### config.mk
export PLATFORM = sky130hd
export DESIGN_NAME = dmem_bus_interface
export DESIGN_NICKNAME = d
export VERILOG_FILES = /design/src/rtl/dmem_bus_interface.sv
export SDC_FILE = /design/constraint.sdc
export NUM_CORES = 1
export LEC_CHECK = 0
export BUFFER_PORTS_ARGS = -buffer_cell sky130_fd_sc_hd__buf_2
export CORE_UTILIZATION = 30
export DETAILED_ROUTE_END_ITERATION = 6
export HOLD_SLACK_MARGIN = 0.03
export SLEW_MARGIN = 20
export SYNTH_ARGS = -nofsm -noshare
export SYNTH_HDL_FRONTEND = slang
export SYNTH_SLANG_ARGS = --single-unit
### constraint.sdc
create_clock -name clk_i -period 4.9 [get_ports clk_i]
set_input_delay 0 -clock clk_i [delete_from_list [all_inputs] [get_ports clk_i]]
set_output_delay 0 -clock clk_i [all_outputs]
set_load 0.05 [all_outputs]
### src/rtl/dmem_bus_interface.sv
// dmem_bus_interface
// Bridges the load/store unit's single-cycle memory requests onto a
// registered request/acknowledge data-memory bus. Each accepted access holds
// the pipeline until the bus completes it with an ack, an error, or an
// acknowledge timeout. Loads return the raw 32-bit word; errors and timeouts
// are reported as one-cycle pulses.

module dmem_bus_interface #(
  parameter int unsigned TIMEOUT = 16,  // max bus_req_o cycles before abort, 0 = never
  parameter int unsigned CNT_W   = 5    // timeout counter width, 2**CNT_W > TIMEOUT
) (
  input  logic        clk_i,
  input  logic        reset_i,        // asynchronous, active low

  // load/store unit side
  input  logic        req_i,
  input  logic        we_i,
  input  logic [31:0] addr_i,
  input  logic [31:0] wdata_i,
  input  logic [3:0]  wmask_i,
  output logic        stall_o,
  output logic [31:0] rdata_o,
  output logic        rdata_valid_o,
  output logic        err_o,

  // data-memory bus side
  output logic        bus_req_o,
  output logic        bus_we_o,
  output logic [31:0] bus_addr_o,
  output logic [31:0] bus_wdata_o,
  output logic [3:0]  bus_wmask_o,
  input  logic        bus_ack_i,
  input  logic        bus_err_i,
  input  logic [31:0] bus_rdata_i
);

  // Two-state controller: waiting for an LSU request, or owning the bus.
  localparam logic [0:0] S_IDLE = 1'b0;
  localparam logic [0:0] S_BUSY = 1'b1;

  localparam logic [CNT_W-1:0] LP_CNT_ONE = CNT_W'(1);

  logic [0:0]       r_state;
  logic [CNT_W-1:0] r_cnt;

  logic             r_bus_req;
  logic             r_bus_we;
  logic [31:0]      r_bus_addr;
  logic [31:0]      r_bus_wdata;
  logic [3:0]       r_bus_wmask;

  logic [31:0]      r_rdata;
  logic             r_rdata_valid;
  logic             r_err;

  logic             w_idle;
  logic             w_busy;
  logic             w_accept;
  logic             w_timeout_hit;
  logic             w_abort;
  logic             w_ack_ok;
  logic             w_done;
  logic [3:0]       w_req_mask;

  assign w_idle   = (r_state == S_IDLE);
  assign w_busy   = (r_state == S_BUSY);
  assign w_accept = w_idle && req_i;

  // Loads never drive byte enables onto the bus, whatever the LSU presents.
  for (genvar gi = 0; gi < 4; gi++) begin : g_lane_mask
    assign w_req_mask[gi] = we_i & wmask_i[gi];
  end

  // Timeout fires on the edge where bus_req_o would otherwise begin its
  // (TIMEOUT+1)-th cycle, so the request is visible for exactly TIMEOUT cycles.
  if (TIMEOUT != 0) begin : g_timeout
    localparam logic [CNT_W-1:0] LP_CNT_LAST = CNT_W'(TIMEOUT - 1);
    assign w_timeout_hit = (r_cnt == LP_CNT_LAST);
  end else begin : g_no_timeout
    assign w_timeout_hit = 1'b0;
  end

  // Completion priority: error beats ack, ack beats timeout.
  assign w_abort  = w_busy && (bus_err_i || (!bus_ack_i && w_timeout_hit));
  assign w_ack_ok = w_busy && !bus_err_i && bus_ack_i;
  assign w_done   = w_abort || w_ack_ok;

  // The pipeline is held from the request cycle until the bus completes;
  // while reset is asserted nothing is stalled.
  assign stall_o = reset_i && (w_accept || w_busy);

  assign bus_req_o     = r_bus_req;
  assign bus_we_o      = r_bus_we;
  assign bus_addr_o    = r_bus_addr;
  assign bus_wdata_o   = r_bus_wdata;
  assign bus_wmask_o   = r_bus_wmask;
  assign rdata_o       = r_rdata;
  assign rdata_valid_o = r_rdata_valid;
  assign err_o         = r_err;

  // Controller state: enter BUSY on an accepted request, leave on completion.
  always_ff @(posedge clk_i or negedge reset_i) begin
    if (!reset_i) begin
      r_state <= S_IDLE;
    end else if (w_accept) begin
      r_state <= S_BUSY;
    end else if (w_done) begin
      r_state <= S_IDLE;
    end
  end

  // Cycles spent waiting on the bus; restarts per access and saturates.
  always_ff @(posedge clk_i or negedge reset_i) begin
    if (!reset_i) begin
      r_cnt <= '0;
    end else if (w_accept) begin
      r_cnt <= '0;
    end else if (w_busy && (r_cnt != '1)) begin
      r_cnt <= r_cnt + LP_CNT_ONE;
    end
  end

  // Bus request fields: captured on acceptance and held until completion.
  always_ff @(posedge clk_i or negedge reset_i) begin
    if (!reset_i) begin
      r_bus_req   <= 1'b0;
      r_bus_we    <= 1'b0;
      r_bus_addr  <= '0;
      r_bus_wdata <= '0;
      r_bus_wmask <= '0;
    end else if (w_accept) begin
      r_bus_req   <= 1'b1;
      r_bus_we    <= we_i;
      r_bus_addr  <= addr_i;
      r_bus_wdata <= wdata_i;
      r_bus_wmask <= w_req_mask;
    end else if (w_done) begin
      r_bus_req   <= 1'b0;
    end
  end

  // Response side: one-cycle pulses, read data captured only on a clean load ack.
  always_ff @(posedge clk_i or negedge reset_i) begin
    if (!reset_i) begin
      r_rdata       <= '0;
      r_rdata_valid <= 1'b0;
      r_err         <= 1'b0;
    end else begin
      r_rdata_valid <= 1'b0;
      r_err         <= 1'b0;
      if (w_abort) begin
        r_err   <= 1'b1;
        r_rdata <= '0;
      end else if (w_ack_ok && !r_bus_we) begin
        r_rdata       <= bus_rdata_i;
        r_rdata_valid <= 1'b1;
      end
    end
  end

endmodule
==> impl_metrics.toml, run 1 <==
[timing]
drv_slew = 0
fmax_ghz = 0.380
worstMarginPinSlew_ns = 0.810
relSlewSlack_pct = 45.9
setup_viol = 0
rsz0062_at_grt = "false"
period_share_pct = 53.7
hold_violations = 0
skew_ns = 0.00662
min_period_ns = 2.63
fin_setup_tns_ns = 0

[power]
cellPowerDensity_nw_per_um2 = 443
vdd_drop_max_v = 0.000176
p_leak_uw = 0.00387
total_power_uw = 3230

[critical_path]
required_ns = 5.19
max_stage_delay_ns = 0.69
critPathSlowestCell = "nor2b_4"
worstSetupPathType = "reg2reg"
crit_arrival_ns = 2.92
path_common_cell = "buf_4"
path_cells = "buf_4 -> nor2b_4 -> buf_4 -> nand3_1 -> dlygate4sd3_1 -> nand2_1"
startpoint_type = "flip-flop"
end_kind = "flip-flop"
path_delay_family = "buffers and inverters"
cp_max_fo = 43
worst-path-buf-inv = 3

[drt]
vias = 4516
wl_mm = 13.8
drc = 0
ant_nets = 0
wire_per_inst_microns = 13.4
drtIter0Drc = 240
dr.pass1.iters = 4
via_per_inst = 4.41

[clocking]
root_buffer = "clkbuf_16"
clock_path_buffers = 2
cts_sinks = 109
h-tree-depth = 3
cts_tree = "built"
numCtsBuffers = 9
clk_latency_ns = 0.35
path_clk_slew_ns = 0.07

[die]
core_area_sq_um = 15300
std_cell_rows = 45
start_util_pct = 30.8
die_area_sq_um = 16200
dieWidth_microns = 127
die_y_microns = 127
ios = 211

[synthesis]
syn_nets = 616
synth_edf_count = 0
yosys_warnings = 0
yosys_register_bits = 109
ys.flop_type = "dfrtp_1"
netlist_area_sq_um = 4700
ys_seq_area_share_pct = 58.1
yosysUniqueCellTypes = 27
syn_inst = 507
avgSynthCellArea_sq_um = 9.27
postSynth.asyncResetShare_pct = 100

[final_layout]
area_growth_pct = 55.1
nFillCells = 1405
utilization_pct = 47.7
finalInstanceArea_sq_um = 7290
finalNonFillerCells = 1023
drive_gt1_share_pct = 30.4
antenna_cells = 0
final_nets = 916

[placement]
place_inst = 900
globalplace.congestion = 0.710
dp_hpwl_mm = 8.19
portBuffers = 210
postPlaceCellArea_sq_um = 5880

[grt]
grt_pass1_wl_mm = 22.4
grt_max_degree = 57
overflow = 0
grt_pass1_vias = 4563
grt_usage_pct = 17.5
antenna_found_initial = 0

[run]
cap_viol_max_count = 0

[status]
outcome = "completed"

[hold_path]
holdCritPathClass = "in2reg"
-- sequential cells by signal (all words and copies together) (netlist names) --
| name | count |
|---|---|
| bus_wdata_o | 32 |
| bus_wmask_o | 4 |
| r_cnt | 5 |
| bus_addr_o | 32 |
| bus_we_o | 1 |
| rdata_valid_o | 1 |
| rdata_o | 32 |
| err_o | 1 |
| bus_req_o | 1 |
-- layer usage --
metal / GRT usage (%) / vias up / wire (microns)
met5: 0 / - / 0
met4: 8.75 / 0 / 386
met3: 3.81 / 29 / 789
met2: 27.9 / 170 / 6370
met1: 22.5 / 2090 / 6200
li1: - / 2227 / -
-- cell type report --
cell class	count	area (sq um)	share of cell area, %
clock inverters	4	70.1	0.962
well taps	211	264	3.62
repair buffers	324	2180	29.9
clock buffers	12	256	3.52
inverters	2	7.51	0.103
flip-flops and latches	109	2730	37.4
multi-input cells	361	1780	24.5
-- per-stage QoR --
stage                     hold WS, ns  setup slack, ns
after detailed placement        0.107             2.80
final                           0.150             2.27
after global placement          0.113             2.78
after CTS                       0.136             2.24
after global routing            0.165             2.05
after floorplan                -0.296             3.18
-- cells in the mapped netlist (2+ instances only) --
library cell	instances	area, sq um
buf_6	3	33.8
o211ai_2	10	125
ha_1	3	37.5
buf_4	3	22.5
nand3_1	36	180
buf_2	24	120
nor2b_1	2	12.5
o211ai_1	23	173
a22o_1	4	35.0
xnor2_1	2	17.5
dfrtp_1	109	2730
nand2_1	235	882
clkbuf_1	5	18.8
nand2b_1	35	219
-- path summary, 6_finish.rpt --
kind | startpoint | endpoint | slack, ns | cells past startpoint
max in group asynchronous | reset_i | bus_wmask_o[0]$_DFFE_PN0P_ | 3.43 | 3
min | bus_err_i | rdata_o[30]$_DFFE_PN0P_ | 0.15 | 4
max | bus_req_o$_DFFE_PN0P_ | bus_wmask_o[1]$_DFFE_PN0P_ | 2.27 | 6
min in group asynchronous | reset_i | bus_wdata_o[21]$_DFFE_PN0P_ | 0.27 | 2
max reg2reg | bus_req_o$_DFFE_PN0P_ | bus_wmask_o[1]$_DFFE_PN0P_ | 2.27 | 6
min reg2reg | bus_wmask_o[2]$_DFFE_PN0P_ | bus_wmask_o[2]$_DFFE_PN0P_ | 0.47 | 2
-- worst reg2reg max path, delay by kind of cell, from the launching register on --
kind,cells,cell delay [ns]
buffers and inverters,3,1.30
DFF,1,0.38
and+or+nand+nor,3,0.89
-- logic make-up (layout without fill, tap and decap cells) --
group           Yosys count  in the layout  synth area share (%)
flops                   109            109                  58.1
compound gates           40             40                  7.59
buf+inv                  37            342                  4.31
mux                       2              2                 0.453
simple gates            314            314                  28.4
xor+xnor                  2              2                 0.373
fa+ha+maj                 3              3                 0.799
-- where the power goes --
part           internal, uW  switching [uW]  total (uW)
Clock                   475             331         806
Combinational           318             901        1220
Sequential             1080             125        1200
Total                  1870            1360        3230
-- cell usage in the layout (no fill, tap or decap) --
cell type,synthesis,layout
dlygate4sd3_1,0,107
clkinv_2,0,2
bufinv_16,0,2
nand2_1,235,235
o31ai_1,1,1
and4bb_1,1,1
a21boi_1,1,1
ha_1,3,3
mux2i_1,1,1
clkbuf_16,0,9
nor2_2,1,1
nor2b_1,2,1
nand2b_1,35,34
inv_2,1,1
nand3_1,36,36
a22o_1,4,4
nand4_1,1,1
a31o_1,1,1
xnor2_1,2,2
and3_1,1,1
o211ai_2,10,10
nand2b_4,0,1
clkbuf_1,5,1
buf_4,3,8
o211ai_1,23,23
dfrtp_1,109,109
nor2b_4,0,1
nor2_1,1,1
mux2_2,1,1
clkbuf_8,0,2
buf_2,24,209
inv_1,1,1
and2_1,1,1
-- repair_timing --
action	in CTS	in global routing
gates resized for setup	0	0
setup endpoints to repair	0	0
buffers inserted	0	0
hold endpoints to repair	156	0
hold buffers	107	0
Power figures use the tool's default switching activity.
==> run 2, diff against run 1 <==
clock period = 2.5 ns   (was 4.9 ns; I/O delays follow)
==> run 2 against run 1 <==
  * Fmax rose by 28%
  * Sequential cell count unchanged
  * Global-route usage down 0.30 points
  * Register-to-register slack worse by 1.8 ns
  * Non-clock buffer count grew 3
  * Sequential power is 96% higher
  * Utilization rose by 0.20 points
  * Final cell count rose by 0.29%
  * Clock-buffer cell count shrank 1
  * Via count is 0.62% lower
  * Worst setup slack lost 1.8 ns
  * Clock skew increased by 0.00056 ns
  * Critical path type unchanged
  * Critical endpoint unchanged
  * Largest cell class unchanged
  * Highest routed layer unchanged
==> impl_metrics.toml, run 2 (synthesized netlist as in run 1, its figures left out) <==
[status]
outcome = "completed"

[die]
die_y_microns = 127
dieWidth_microns = 127
ios = 211
die_area_sq_um = 16200
core_area_sq_um = 15300
start_util_pct = 30.8
std_cell_rows = 45

[clocking]
path_clk_slew_ns = 0.07
h-tree-depth = 3
post_cts_resized = 0
cts_sinks = 109
numCtsBuffers = 9
clk_latency_ns = 0.34
cts_tree = "built"
clock_path_buffers = 2
root_buffer = "clkbuf_16"

[power]
p_sw_share_pct = 42.8
comb_power_share_pct = 38.6
power_frac_seq_pct = 37.8
cellPowerDensity_nw_per_um2 = 849
clockPowerShare_pct = 23.6
switchingPower_uw = 2660
total_power_uw = 6210
vdd_drop_max_v = 0.000359
internal_power_uw = 3550
p_leak_uw = 0.00388

[drt]
vias = 4488
wl_mm = 13.5
via_per_inst = 4.37
dr.pass1.iters = 4
wire_per_inst_microns = 13.2
drc = 0
ant_nets = 0
drtIter0Drc = 207

[final_layout]
layout_commonest_cell = "nand2_1"
seqCellArea_sq_um = 2730
final_nets = 919
nFillCells = 1401
finalInstanceArea_sq_um = 7320
multi_input_area_sq_um = 1780
drive_gt1_share_pct = 30.7
layout_common_cells = "nand2_1 (235), buf_2 (209), dfrtp_1 (109)"
antenna_cells = 0
utilization_pct = 48.0
area_growth_pct = 55.7

[grt]
grt_usage_pct = 17.2
overflow = 0
grt_pass1_wl_mm = 21.9
grtUsageMet1_pct = 21.7
grt_pass1_vias = 4491
grt_max_degree = 70
gr-usage-met3_pct = 3.31
antenna_found_initial = 0
grtUsageMet2_pct = 28.4
busiest_layer = "met2"

[placement]
dp_slack_ns = 0.776
globalplace.congestion = 0.692
postPlaceCellArea_sq_um = 5940
dp_hpwl_mm = 8.08
portBuffers = 210

[run]
cap_viol_max_count = 0

[critical_path]
worstSetupPathType = "reg2reg"
max_stage_delay_ns = 0.57
critPathSlowestCell = "dlygate4sd3_1"
cp_max_fo = 69
path_delay_family = "buffers and inverters"
path_cells = "buf_4 -> nor2b_4 -> buf_12 -> nand3_1 -> dlygate4sd3_1 -> nand2_1"
crit_arrival_ns = 2.35
end_kind = "flip-flop"
startpoint_type = "flip-flop"
required_ns = 2.79
worst-path-buf-inv = 3

[timing]
rsz0062_at_grt = "false"
setup_viol = 0
period_share_pct = 82.5
worstMarginPinSlew_ns = 0.679
fin_setup_tns_ns = 0
skew_ns = 0.00718
setup_slack_ns = 0.439
min_period_ns = 2.06
fmax_ghz = 0.485
drv_slew = 0
hold_violations = 0
relSlewSlack_pct = 54.7

[hold_path]
holdCritPathClass = "in2reg"
-- run 2: layer usage --
layer	routed length [microns]	up-vias
met5	0	-
li1	-	2232
met2	6340	149
met4	276	0
met3	673	21
met1	6230	2086
-- run 2: worst reg2reg max path: stages, from the launching register on --
cell and delay (ns):
dfrtp_1 0.54, buf_4 0.26, nor2b_4 0.15, buf_12 0.26
nand3_1 0.17, dlygate4sd3_1 0.57, nand2_1 0.06
-- run 2: power by group through the flow --
stage	combinational, uW	sequential, uW	clock [uW]
finish	2400	2350	1460
global route	2550	2400	1590
CTS	2410	2350	1520
detailed placement	2280	2370	0
global placement	2270	2370	0
floorplan	475	3550	0
-- run 2: layout make-up --
class                   count  share of cell area (%)
flip-flops and latches    109                    37.3
multi-input cells         361                    24.3
clock buffers              11                    3.32
inverters                   2                   0.103
repair buffers            327                    30.6
well taps                 211                    3.61
clock inverters             5                   0.821
-- run 2: what timing repair did --
| action | in CTS | in global routing |
|---|---|---|
| buffers inserted | 0 | 0 |
| hold endpoints to repair | 137 | 0 |
| hold buffers | 107 | 0 |
-- run 2: worst paths after layout --
path / start / endpoint / slack [ns] / cells past startpoint
max in group asynchronous: reset_i / rdata_o[12]$_DFFE_PN0P_ / 1.59 / 3
min: req_i / r_cnt[3]$_DFFE_PN0P_ / 0.07 / 4
min in group asynchronous: reset_i / rdata_o[7]$_DFFE_PN0P_ / 0.16 / 2
min reg2reg: bus_wmask_o[2]$_DFFE_PN0P_ / bus_wmask_o[2]$_DFFE_PN0P_ / 0.46 / 2
max reg2reg: bus_req_o$_DFFE_PN0P_ / bus_wmask_o[1]$_DFFE_PN0P_ / 0.44 / 6
max: bus_req_o$_DFFE_PN0P_ / bus_wmask_o[1]$_DFFE_PN0P_ / 0.44 / 6
-- run 2: through the flow --
step	instances	hold WS (ns)
finish	1026	0.0667
global route	1026	0.106
CTS	1026	0.0558
detailed placement	903	0.0130
global placement	903	0.0121
floorplan	507	-0.296
